File: config.mk
export PLATFORM = sky130hd
export DESIGN_NAME = if_stage_flat
export DESIGN_NICKNAME = d
export VERILOG_FILES = /design/src/rtl/if_stage_pkg.sv /design/src/rtl/if_stage_if.sv /design/src/rtl/if_stage_if_id_reg.sv /design/src/rtl/if_stage.sv /design/src/flat_wrapper.sv
export SDC_FILE = /design/constraint.sdc
export NUM_CORES = 1
export LEC_CHECK = 0
export ABC_AREA = 1
export BUFFER_PORTS_ARGS = -buffer_cell sky130_fd_sc_hd__buf_2
export CAP_MARGIN = 40
export CORE_MARGIN = 3
export CORE_UTILIZATION = 52
export CTS_BUF_LIST = sky130_fd_sc_hd__clkbuf_4
export DETAILED_ROUTE_END_ITERATION = 6
export PLACE_DENSITY = 0.89
export SLEW_MARGIN = 20
export SYNTH_ARGS = -nofsm -noshare
export SYNTH_HDL_FRONTEND = slang
export SYNTH_SLANG_ARGS = --single-unit
File: constraint.sdc
create_clock -name clk -period 1.6 [get_ports clk]
set_input_delay 0 -clock clk [delete_from_list [all_inputs] [get_ports clk]]
set_output_delay 0 -clock clk [all_outputs]
set_load 0.01 [all_outputs]
File: src/rtl/if_stage_pkg.sv
// Shared definitions for the instruction-fetch stage: FSM encoding,
// the two-byte opcode marker and the bubble / reset-vector constants.
package if_stage_pkg;

    typedef enum logic [1:0] {
        ST_VEC   = 2'd0,
        ST_FETCH = 2'd1,
        ST_IMM   = 2'd2
    } state_t;

    localparam logic [3:0] IMM_OPC        = 4'hC;
    localparam logic [7:0] NOP_BYTE       = 8'h00;
    localparam logic [7:0] RESET_VEC_ADDR = 8'h00;

    function automatic logic is_two_byte(input logic [7:0] op_byte);
        return (op_byte[7:4] == IMM_OPC);
    endfunction

endpackage

File: src/rtl/if_stage_if.sv
// Hazard-unit controls, instruction-memory port and IF/ID outputs of the fetch stage.
interface if_stage_if;
    import if_stage_pkg::*;

    logic       pc_en;
    logic       if_id_en;
    logic       flush;
    logic       bt;
    logic [7:0] bt_target;
    logic [7:0] imem_data;
    logic [7:0] imem_addr;
    logic [7:0] if_id_instr;
    logic [7:0] if_id_imm;
    logic [7:0] if_id_pc1;
    logic       if_id_valid;

    modport slave (
        input  pc_en, if_id_en, flush, bt, bt_target, imem_data,
        output imem_addr, if_id_instr, if_id_imm, if_id_pc1, if_id_valid
    );

    modport master (
        output pc_en, if_id_en, flush, bt, bt_target, imem_data,
        input  imem_addr, if_id_instr, if_id_imm, if_id_pc1, if_id_valid
    );
endinterface

File: src/rtl/if_stage_if_id_reg.sv
// IF/ID pipeline register: flush forces a bubble, otherwise loads when enabled.
module if_id_reg
    import if_stage_pkg::*;
(
    input  logic       clk,
    input  logic       rst,
    input  logic       i_en,
    input  logic       i_flush,
    input  logic [7:0] i_instr,
    input  logic [7:0] i_imm,
    input  logic [7:0] i_pc1,
    input  logic       i_valid,
    output logic [7:0] o_instr,
    output logic [7:0] o_imm,
    output logic [7:0] o_pc1,
    output logic       o_valid
);

    // Pipeline register with reset, flush-to-bubble and enable-to-load
    always_ff @(posedge clk) begin
        if (rst || i_flush) begin
            o_instr <= NOP_BYTE;
            o_imm   <= NOP_BYTE;
            o_pc1   <= NOP_BYTE;
            o_valid <= 1'b0;
        end else if (i_en) begin
            o_instr <= i_instr;
            o_imm   <= i_imm;
            o_pc1   <= i_pc1;
            o_valid <= i_valid;
        end else begin
            o_instr <= o_instr;
            o_imm   <= o_imm;
            o_pc1   <= o_pc1;
            o_valid <= o_valid;
        end
    end

endmodule

File: src/rtl/if_stage.sv
// Fetch stage: reset-vector load, PC, and assembly of one- or two-byte
// instructions into the IF/ID register.
module if_stage
    import if_stage_pkg::*;
(
    input  logic        clk,
    input  logic        rst,
    if_stage_if.slave   bus
);

    state_t     r_state, w_state_nxt;
    logic [7:0] r_pc, w_pc_nxt, w_pc_inc;
    logic [7:0] r_pend_instr, w_pend_instr_nxt;
    logic [7:0] r_pend_imm, w_pend_imm_nxt;
    logic [7:0] r_pend_pc, w_pend_pc_nxt;
    logic       r_pend_full, w_pend_full_nxt;

    logic       w_id_en, w_id_flush, w_id_valid;
    logic [7:0] w_id_instr, w_id_imm, w_id_pc1;

    assign w_pc_inc      = r_pc + 8'd1;
    assign bus.imem_addr = r_pc;

    // State, PC and pending-instruction registers
    always_ff @(posedge clk) begin
        if (rst) begin
            r_state      <= ST_VEC;
            r_pc         <= RESET_VEC_ADDR;
            r_pend_instr <= NOP_BYTE;
            r_pend_imm   <= NOP_BYTE;
            r_pend_pc    <= NOP_BYTE;
            r_pend_full  <= 1'b0;
        end else begin
            r_state      <= w_state_nxt;
            r_pc         <= w_pc_nxt;
            r_pend_instr <= w_pend_instr_nxt;
            r_pend_imm   <= w_pend_imm_nxt;
            r_pend_pc    <= w_pend_pc_nxt;
            r_pend_full  <= w_pend_full_nxt;
        end
    end

    // Next-state, PC and IF/ID data selection
    always_comb begin
        w_state_nxt      = r_state;
        w_pc_nxt         = r_pc;
        w_pend_instr_nxt = r_pend_instr;
        w_pend_imm_nxt   = r_pend_imm;
        w_pend_pc_nxt    = r_pend_pc;
        w_pend_full_nxt  = r_pend_full;
        w_id_en          = 1'b0;
        w_id_flush       = 1'b0;
        w_id_instr       = NOP_BYTE;
        w_id_imm         = NOP_BYTE;
        w_id_pc1         = NOP_BYTE;
        w_id_valid       = 1'b0;

        case (r_state)
            ST_VEC: begin
                w_pc_nxt    = bus.imem_data;
                w_state_nxt = ST_FETCH;
            end
            ST_FETCH, ST_IMM: begin
                w_id_en    = bus.if_id_en;
                w_id_flush = bus.flush;
                if (bus.bt) begin
                    w_pc_nxt         = bus.bt_target;
                    w_state_nxt      = ST_FETCH;
                    w_pend_instr_nxt = NOP_BYTE;
                    w_pend_imm_nxt   = NOP_BYTE;
                    w_pend_pc_nxt    = NOP_BYTE;
                    w_pend_full_nxt  = 1'b0;
                end else if (r_state == ST_IMM) begin
                    if (bus.pc_en) begin
                        w_pc_nxt    = w_pc_inc;
                        w_state_nxt = ST_FETCH;
                        if (bus.if_id_en) begin
                            w_id_instr = r_pend_instr;
                            w_id_imm   = bus.imem_data;
                            w_id_pc1   = w_pc_inc;
                            w_id_valid = 1'b1;
                        end else begin
                            w_pend_imm_nxt  = bus.imem_data;
                            w_pend_full_nxt = 1'b1;
                        end
                    end else begin
                        w_pend_full_nxt = r_pend_full;
                    end
                end else if (r_pend_full) begin
                    // A completed two-byte instruction waits here; fetch pauses until it issues
                    if (bus.if_id_en) begin
                        w_id_instr      = r_pend_instr;
                        w_id_imm        = r_pend_imm;
                        w_id_pc1        = r_pend_pc + 8'd2;
                        w_id_valid      = 1'b1;
                        w_pend_full_nxt = 1'b0;
                    end else begin
                        w_pend_full_nxt = 1'b1;
                    end
                end else if (bus.pc_en) begin
                    w_pc_nxt = w_pc_inc;
                    if (is_two_byte(bus.imem_data)) begin
                        w_pend_instr_nxt = bus.imem_data;
                        w_pend_pc_nxt    = r_pc;
                        w_state_nxt      = ST_IMM;
                    end else begin
                        w_id_instr = bus.imem_data;
                        w_id_pc1   = w_pc_inc;
                        w_id_valid = 1'b1;
                    end
                end else begin
                    w_pc_nxt = r_pc;
                end
            end
            default: begin
                w_state_nxt = ST_VEC;
            end
        endcase
    end

    if_id_reg u_if_id_reg (
        .clk     (clk),
        .rst     (rst),
        .i_en    (w_id_en),
        .i_flush (w_id_flush),
        .i_instr (w_id_instr),
        .i_imm   (w_id_imm),
        .i_pc1   (w_id_pc1),
        .i_valid (w_id_valid),
        .o_instr (bus.if_id_instr),
        .o_imm   (bus.if_id_imm),
        .o_pc1   (bus.if_id_pc1),
        .o_valid (bus.if_id_valid)
    );

endmodule

File: src/flat_wrapper.sv
// flat-port wrapper written by rule: the top's interface ports become plain ports
module if_stage_flat import if_stage_pkg::*;
  (clk, rst, bus_pc_en, bus_if_id_en, bus_flush, bus_bt, bus_bt_target, bus_imem_data, bus_imem_addr, bus_if_id_instr, bus_if_id_imm, bus_if_id_pc1, bus_if_id_valid);
  if_stage_if bus_i ();
  input  logic clk;
  input  logic rst;
  input wire logic [$bits(bus_i.pc_en)-1:0] bus_pc_en;
  input wire logic [$bits(bus_i.if_id_en)-1:0] bus_if_id_en;
  input wire logic [$bits(bus_i.flush)-1:0] bus_flush;
  input wire logic [$bits(bus_i.bt)-1:0] bus_bt;
  input wire logic [$bits(bus_i.bt_target)-1:0] bus_bt_target;
  input wire logic [$bits(bus_i.imem_data)-1:0] bus_imem_data;
  output wire logic [$bits(bus_i.imem_addr)-1:0] bus_imem_addr;
  output wire logic [$bits(bus_i.if_id_instr)-1:0] bus_if_id_instr;
  output wire logic [$bits(bus_i.if_id_imm)-1:0] bus_if_id_imm;
  output wire logic [$bits(bus_i.if_id_pc1)-1:0] bus_if_id_pc1;
  output wire logic [$bits(bus_i.if_id_valid)-1:0] bus_if_id_valid;
  assign bus_i.pc_en = bus_pc_en;
  assign bus_i.if_id_en = bus_if_id_en;
  assign bus_i.flush = bus_flush;
  assign bus_i.bt = bus_bt;
  assign bus_i.bt_target = bus_bt_target;
  assign bus_i.imem_data = bus_imem_data;
  assign bus_imem_addr = bus_i.imem_addr;
  assign bus_if_id_instr = bus_i.if_id_instr;
  assign bus_if_id_imm = bus_i.if_id_imm;
  assign bus_if_id_pc1 = bus_i.if_id_pc1;
  assign bus_if_id_valid = bus_i.if_id_valid;
  if_stage u_core (.clk(clk), .rst(rst), .bus(bus_i));
endmodule
== After elaboration in Yosys (flattened, before gate mapping) ==
Index checks and enable logic that the tools add are counted.

* Register bits after elaboration: 60
* Input bits: 22
* Output and inout bits: 33
* Logic and storage cells: 102

* $add $sub $neg: 2
* Equality and inequality tests: 12
* Multiplexer cells: 66
* Reductions and logical operators: 12

{| class="wikitable"
|+ Operators with widths
! operator !! count
|-
| 8-bit two-way mux || 42
|-
| 1-bit two-way mux || 16
|-
| 8-bit one-hot mux with 2 select lines || 1
|-
| 2-bit two-way mux || 6
|-
| 8-bit by 1-bit adder with 8-bit output (second input constant) || 1
|-
| 8-bit by 2-bit adder with 8-bit output (second input constant) || 1
|-
| 4-bit inequality test (second input constant) || 2
|-
| 4-bit AND reduction || 2
|-
| 2-bit nonzero test || 4
|-
| 3-bit inequality test (second input constant) || 2
|-
| 5-bit AND reduction || 1
|-
| 4-bit == test (second input constant) || 1
|-
| 2-bit inequality test (second input constant) || 2
|-
| 4-bit by 2-bit inequality test with 1-bit output (second input constant) || 1
|-
| 4-bit by 3-bit inequality test with 1-bit output (second input constant) || 1
|-
| 2-bit one-hot mux with 2 select lines || 1
|-
| 3-bit AND reduction || 1
|-
| 2-bit by 1-bit == test with 1-bit output (second input constant) || 1
|-
| 2-bit == test (second input constant) || 1
|-
| 2-bit logical NOT || 1
|-
| 2-bit by 1-bit inequality test with 1-bit output (second input constant) || 1
|-
| 2-bit AND reduction || 1
|-
| 2-bit OR reduction || 1
|-
| 1-bit logical OR || 1
|}

== Logic depth before layout (Yosys ltp) ==
* Word-level depth: 7
* Depth in mapped cells: 11
* Mapped depth without buffers: 10

== Cells and area by module ==
Synthesis repeated with hierarchy kept, for this count alone.

* Cells, all modules: 594
* Area, all modules: 3612.2 um^2

{| class="wikitable"
|+ Modules (own cells, without submodules)
! module !! instances !! cells an instance !! area each (um^2) !! seq. area each (um^2)
|-
| if_stage || 1 || 435 || 2565.0 || 700.7
|-
| if_id_reg || 1 || 159 || 1047.3 || 500.5
|}

== Worst setup path after synthesis ==
No wires, ideal clock.

* Path kind: reg2reg
* Start: register u_core.r_state[1]
* End: register u_core.u_if_id_reg.o_instr[4]
* Setup time: 0.128 ns
* Data arrival time: 1.500 ns
* Data required time: 1.472 ns
* Slack: -0.028 ns
* Cell stages (with the launch flop): 8
* Buffers on the path: 2
* Period minus slack after synthesis: 1.628 ns
* Cell sequence: dfxtp_1 inv_1 ha_1 buf_2 nand2_1 nand2_1 clkbuf_1 nor2_1

* Cells in the longest elaborated chain, start to end: 4
* Elaborated cells on any way between the ends: 9
* Classes of those cells: eq/ne: 2; mux: 5; reduce/logical: 2

{| class="wikitable"
|+ RTL lines
! item !! RTL line !! RTL
|-
| start, declared || if_stage.sv:11 || <nowiki>state_t r_state, w_state_nxt;</nowiki>
|-
| start signal, assigned || if_stage.sv:34 || <nowiki>r_state <= w_state_nxt;</nowiki>
|-
| 2-bit == test or 2-bit by 1-bit == test with 1-bit output (tied branches) || if_stage.sv:58, if_stage.sv:73 ||
|-
| 8-bit two-way mux or 2-bit OR reduction (tied branches) || if_stage.sv:73, if_stage.sv:58 ||
|-
| 8-bit two-way mux or 1-bit two-way mux (tied branches) || if_stage.sv:66, if_stage.sv:58 ||
|-
| 8-bit two-way mux or 1-bit logical OR (tied branches) || if_stage.sv:58, if_stage_if_id_reg.sv:21 ||
|-
| end signal, assigned || if_stage_if_id_reg.sv:27 || <nowiki>o_instr <= i_instr;</nowiki>
|-
| end signal, assigned || if_stage_if_id_reg.sv:32 || <nowiki>o_instr <= o_instr;</nowiki>
|-
| end, declared || if_stage_if_id_reg.sv:13 || <nowiki>output logic [7:0] o_instr,</nowiki>
|}

Parallel ways exist; a longest one is shown, timed or not.
A chain may end at the register's enable or synchronous reset.

== Worst setup path in the final report ==
* Start: register u_core.r_state[1]
* End: register u_core.r_pc[1] (netlist: u_core.bus.imem_addr[1])

* Cells in the longest elaborated chain, start to end: 4
* Elaborated cells on any way between the ends: 10
* Classes of those cells: eq/ne: 3; mux: 3; reduce/logical: 4

{| class="wikitable"
|+ RTL lines
! item !! RTL line !! RTL
|-
| 2-bit by 1-bit == test with 1-bit output or 2-bit == test (tied branches) || if_stage.sv:58, if_stage.sv:73 ||
|-
| 2-bit OR reduction or 8-bit two-way mux (tied branches) || if_stage.sv:58, if_stage.sv:73 ||
|-
| 4-bit inequality test (no source line) (tied with other cells) || n/a ||
|-
| 2-bit AND reduction (no source line) or 8-bit one-hot mux with 2 select lines (tied branches) || n/a ||
|-
| end signal, assigned || if_stage.sv:35 || <nowiki>r_pc <= w_pc_nxt;</nowiki>
|-
| end, declared || if_stage.sv:12 || <nowiki>logic [7:0] r_pc, w_pc_nxt, w_pc_inc;</nowiki>
|}

Parallel ways exist; a longest one is shown, timed or not.

==> metrics.md <==
| Metric | Value |
|---|---|
| Yosys warns | `0` |
| Port-buffer cells | `between 50 and 60` |
| Clk root buf | `clkbuf_4` |
| Clk slew on worst S/H paths | `0.12 ns` |
| Unrepaired setup endpoints after global routing | `true` |
| Hold EP | `u_core.u_if_id_reg.o_pc1[0]` |
| P_leak | `1.774 nW` |
| Post-DP HPWL | `around 6.7 mm` |
| Die height | `just over 80 um` |
| Kind of end point of the critical path | `register` |
| Nets@finish | `590` |
| Sequential share of the synthesized area | `0.3914` |
| FF+latch count, synth | `60` |
| Tcrit/Tclk final | `1.035` |
| Post-synthesis adder-cell area fraction | `0.02446` |
| Status | `finished with violations` |
| Fmax | `roughly 600 MHz` |
| RD Place Congestion | `approximately 0.90` |
| Largest net degree at the start of global routing | `29` |
| Worst endpoint required time | `around 2 ns` |
| Clk_lat worst skew | `between 0.4 and 0.5 ns` |
| Initial antenna violation count | `0` |
| Routed met3 length | `approximately 1.0 mm` |
| Hold/Removal Path Class | `in -> reg` |
| Starting DRT DRC Count | `about 420` |
| Vias in the first global route | `roughly 3300` |
| Complex-gate fraction of the synthesized area | `0.2026` |
| Share of cells above drive strength 1 | `0.2787` |
| Total number of vias | `3715` |
| RR Endpoint | `u_core.bus.imem_addr[1]` |
| Non-filler cells, final | `between 600 and 700` |
| Worst R2R Setup Slack | `-0.06 ns` |
| Minimum clock period | `around 1.7 ns` |
| First-pass GRT wire length | `15.68 mm` |
| Setup violations, final | `22` |
| Routed length per instance | `16.46 um` |
| Worst setup margin | `-0.05622 ns` |
| Drt via density | `between 5 and 6` |
| Most frequent cells in the layout | `nand2_1 (140), a21oi_1 (60), dfxtp_1 (58)` |
| CTS Buf Count | `9` |
| Yosys cell types | `30` |
| Die X | `between 80 and 90 um` |
| VDD IR-drop max | `0.001311 V` |
| Slowest CP cell | `dfxtp_4` |
| Ant. Diodes | `0` |
| TritonCTS clock tree | `yes` |
| Clock buffer depth | `2` |
| Core Footprint | `approximately 5600 um2` |
| Power density cells | `roughly 1600 nW/um2` |
| Worst Skew | `between 0.009 and 0.01 ns` |
| Top sig layer | `met4` |
| Failing checks | `negative setup slack` |
| Met1 WL | `roughly 4.2 mm` |
| Kind of critical path | `reg -> reg` |
| Critical Path Most Common Cell | `a21oi_1` |
| Rows | `27` |
| Clock sink total | `60` |
| CTS HTree Levels | `3` |
| Main combinational cell family by area after synthesis | `simple AND/OR/NAND/NOR gates` |
| Total global routing overflow | `0` |
| Max-Cap Viols | `0` |
| Max Fanout on Critical Path | `11` |
| Commonest non-fill, non-tap cell in the layout | `nand2_1` |
| Final slew viol count | `0` |
| WL final | `between 10 and 15 mm` |
| Layout Area Growth over Synthesis | `35.02%` |
| Total Neg Setup Slack | `-0.5717 ns` |
| Routed Antenna Nets | `0` |
| Reg-to-Reg Start | `u_core.r_state[1]` |
| Async SR Flop Fraction | `0` |
| CP Cell Sequence | `inv_4, ha_4, inv_1, buf_6, a21oi_1, o21ai_0, o21ai_1, nand2_1, a21oi_1` |
| R2R cell count | `9` |
| Number of synthesized flops with an enable pin | `0` |
| Post-Synth Simple-Gate Area | `0.2923` |
| Mapped cell area | `~3000 um2` |
| Starting density of the core | `0.5473` |
| Hold Vio Cnt, Final | `0` |
| Xor-xnor portion of the synthesized cell area | `0.008561` |
| Gr usage total | `0.2802` |
| Crit path DAT | `2.02 ns` |
| Portion of netlist area occupied by mux cells | `0` |
| Full die area | `between 6000 and 7000 um2` |
| Ports | `55` |
| Crit path largest cell delay | `between 0.4 and 0.5 ns` |
| Residual DRC | `0` |
| Hold Crit Start | `bus_flush` |
| Post-Synthesis Cells | `between 400 and 500` |
| Most used DFF post-synth | `dfxtp_1` |
| Synthesized Nets | `about 490` |
| Drt first pass iters | `6` |
| Placed insts | `602` |
| Hold Path Depth | `5` |
| Worst setup SP type | `register` |
| Worst-Margin Slew | `about 0.39 ns` |
| Syn Area/Cell | `6.687 um2` |
| Slew headroom | `0.7424` |
| DR WL met2 | `approximately 4.8 mm` |
==> worst max-delay path, delay by kind of cell, from the launching register on <==
kind	cells	cell delay, ns
AOI/OAI and AO/OA	4	0.48
DFF	1	0.41
buffers and inverters	3	0.30
adders and majority gates	1	0.30
and+or+nand+nor	1	0.09
==> power by group <==
| part | total [mW] | internal (mW) | switching (mW) | leakage (nW) |
|---|---|---|---|---|
| logic | 3.85 | 1.58 | 2.27 | 1.22 |
| registers | 1.87 | 1.68 | 0.194 | 0.487 |
| clock network | 0.997 | 0.322 | 0.675 | 0.0623 |
==> how the worst max path moves through the flow <==
stage / from / to / slack [ns] / cells past startpoint
3_3_place_gp: u_core.r_state[0] / u_core.bus.imem_addr[6] / -0.08 / 7
4_1_cts: u_core.r_state[1] / u_core.bus.imem_addr[0] / -0.007 / 9
3_5_place_dp: u_core.r_state[0] / u_core.r_pend_instr[1] / -0.21 / 9
5_1_grt: u_core.r_state[1] / u_core.bus.imem_addr[3] / -0.16 / 10
2_1_floorplan: u_core.r_state[1] / u_core.u_if_id_reg.o_imm[7] / -0.02 / 7
6_report: u_core.r_state[1] / u_core.bus.imem_addr[1] / -0.06 / 9
==> flip-flops by register name, summed over array words and instances (netlist names) <==
register                    count
u_core.u_if_id_reg.o_instr      8
u_core.r_pend_full              1
u_core.u_if_id_reg.o_pc1        8
u_core.u_if_id_reg.o_imm        8
u_core.r_pend_pc                8
u_core.bus.imem_addr            8
u_core.u_if_id_reg.o_valid      1
u_core.r_pend_imm               8
u_core.r_state                  2
u_core.r_pend_instr             8
==> area by class of cell <==
type                    instances  area (um2)
well taps                      72       90.09
inverters                      38       157.7
fillers                       418        1464
repair inverters                1       6.256
clock buffers                   9       67.56
clock inverters                 7       51.30
repair buffers                110       792.0
multi-input cells             342        1773
flip-flops and latches         60        1206
==> cell usage after synthesis (all sizes together) (3+ instances only) <==
cell | number | area [um2]
inv | 38 | 145.1
nand2 | 150 | 568.0
nand3 | 29 | 145.1
xor2 | 3 | 26.28
dfxtp | 60 | 1201
nand4 | 3 | 18.77
buf | 11 | 68.81
nor2 | 29 | 132.6
clkbuf | 9 | 33.78
o21ai | 44 | 224.0
ha | 6 | 75.07
a21oi | 67 | 339.1
==> what timing repair did <==
action,CTS,global route
resized for setup,21,45
hold buffers,15,0
pin swaps,9,13
setup buffers,4,2
cloned,2,0
hold endpoints to repair,24,0
endpoints found under the setup margin,57,59
==> routing by layer <==
metal,GRT usage,vias to the layer above
li1,-,1720
met1,0.3651,1675
met2,0.4453,256
met3,0.04762,64
met4,0.1441,0
met5,0,-
==> per-stage QoR <==
step                      hold WS, ns  worst slack [ns]  power, mW  cell area [um2]  utilization
after floorplan                0.1470          -0.01711      3.522             3070            -
after global placement         0.2895          -0.07522      4.691             3655       0.6517
after detailed placement       0.2902           -0.2104      4.797             3655       0.6517
after CTS                   0.0009416         -0.007040      6.022             4006       0.7144
after global routing          0.06233           -0.1636      7.029             4144       0.7390
final                         0.03389          -0.05622      6.716             4144       0.7390
==> logic make-up (layout without fill, tap and decap cells) <==
logic type / count (synthesis) / count (layout)
AND/OR/NAND/NOR: 214 / 214
adder cells (fa/ha/maj): 6 / 6
AO/OA/AOI/OAI: 118 / 119
buffers and inverters: 58 / 165
flip-flops: 60 / 60
XOR/XNOR: 3 / 3
(Power assumes the default switching activity.)
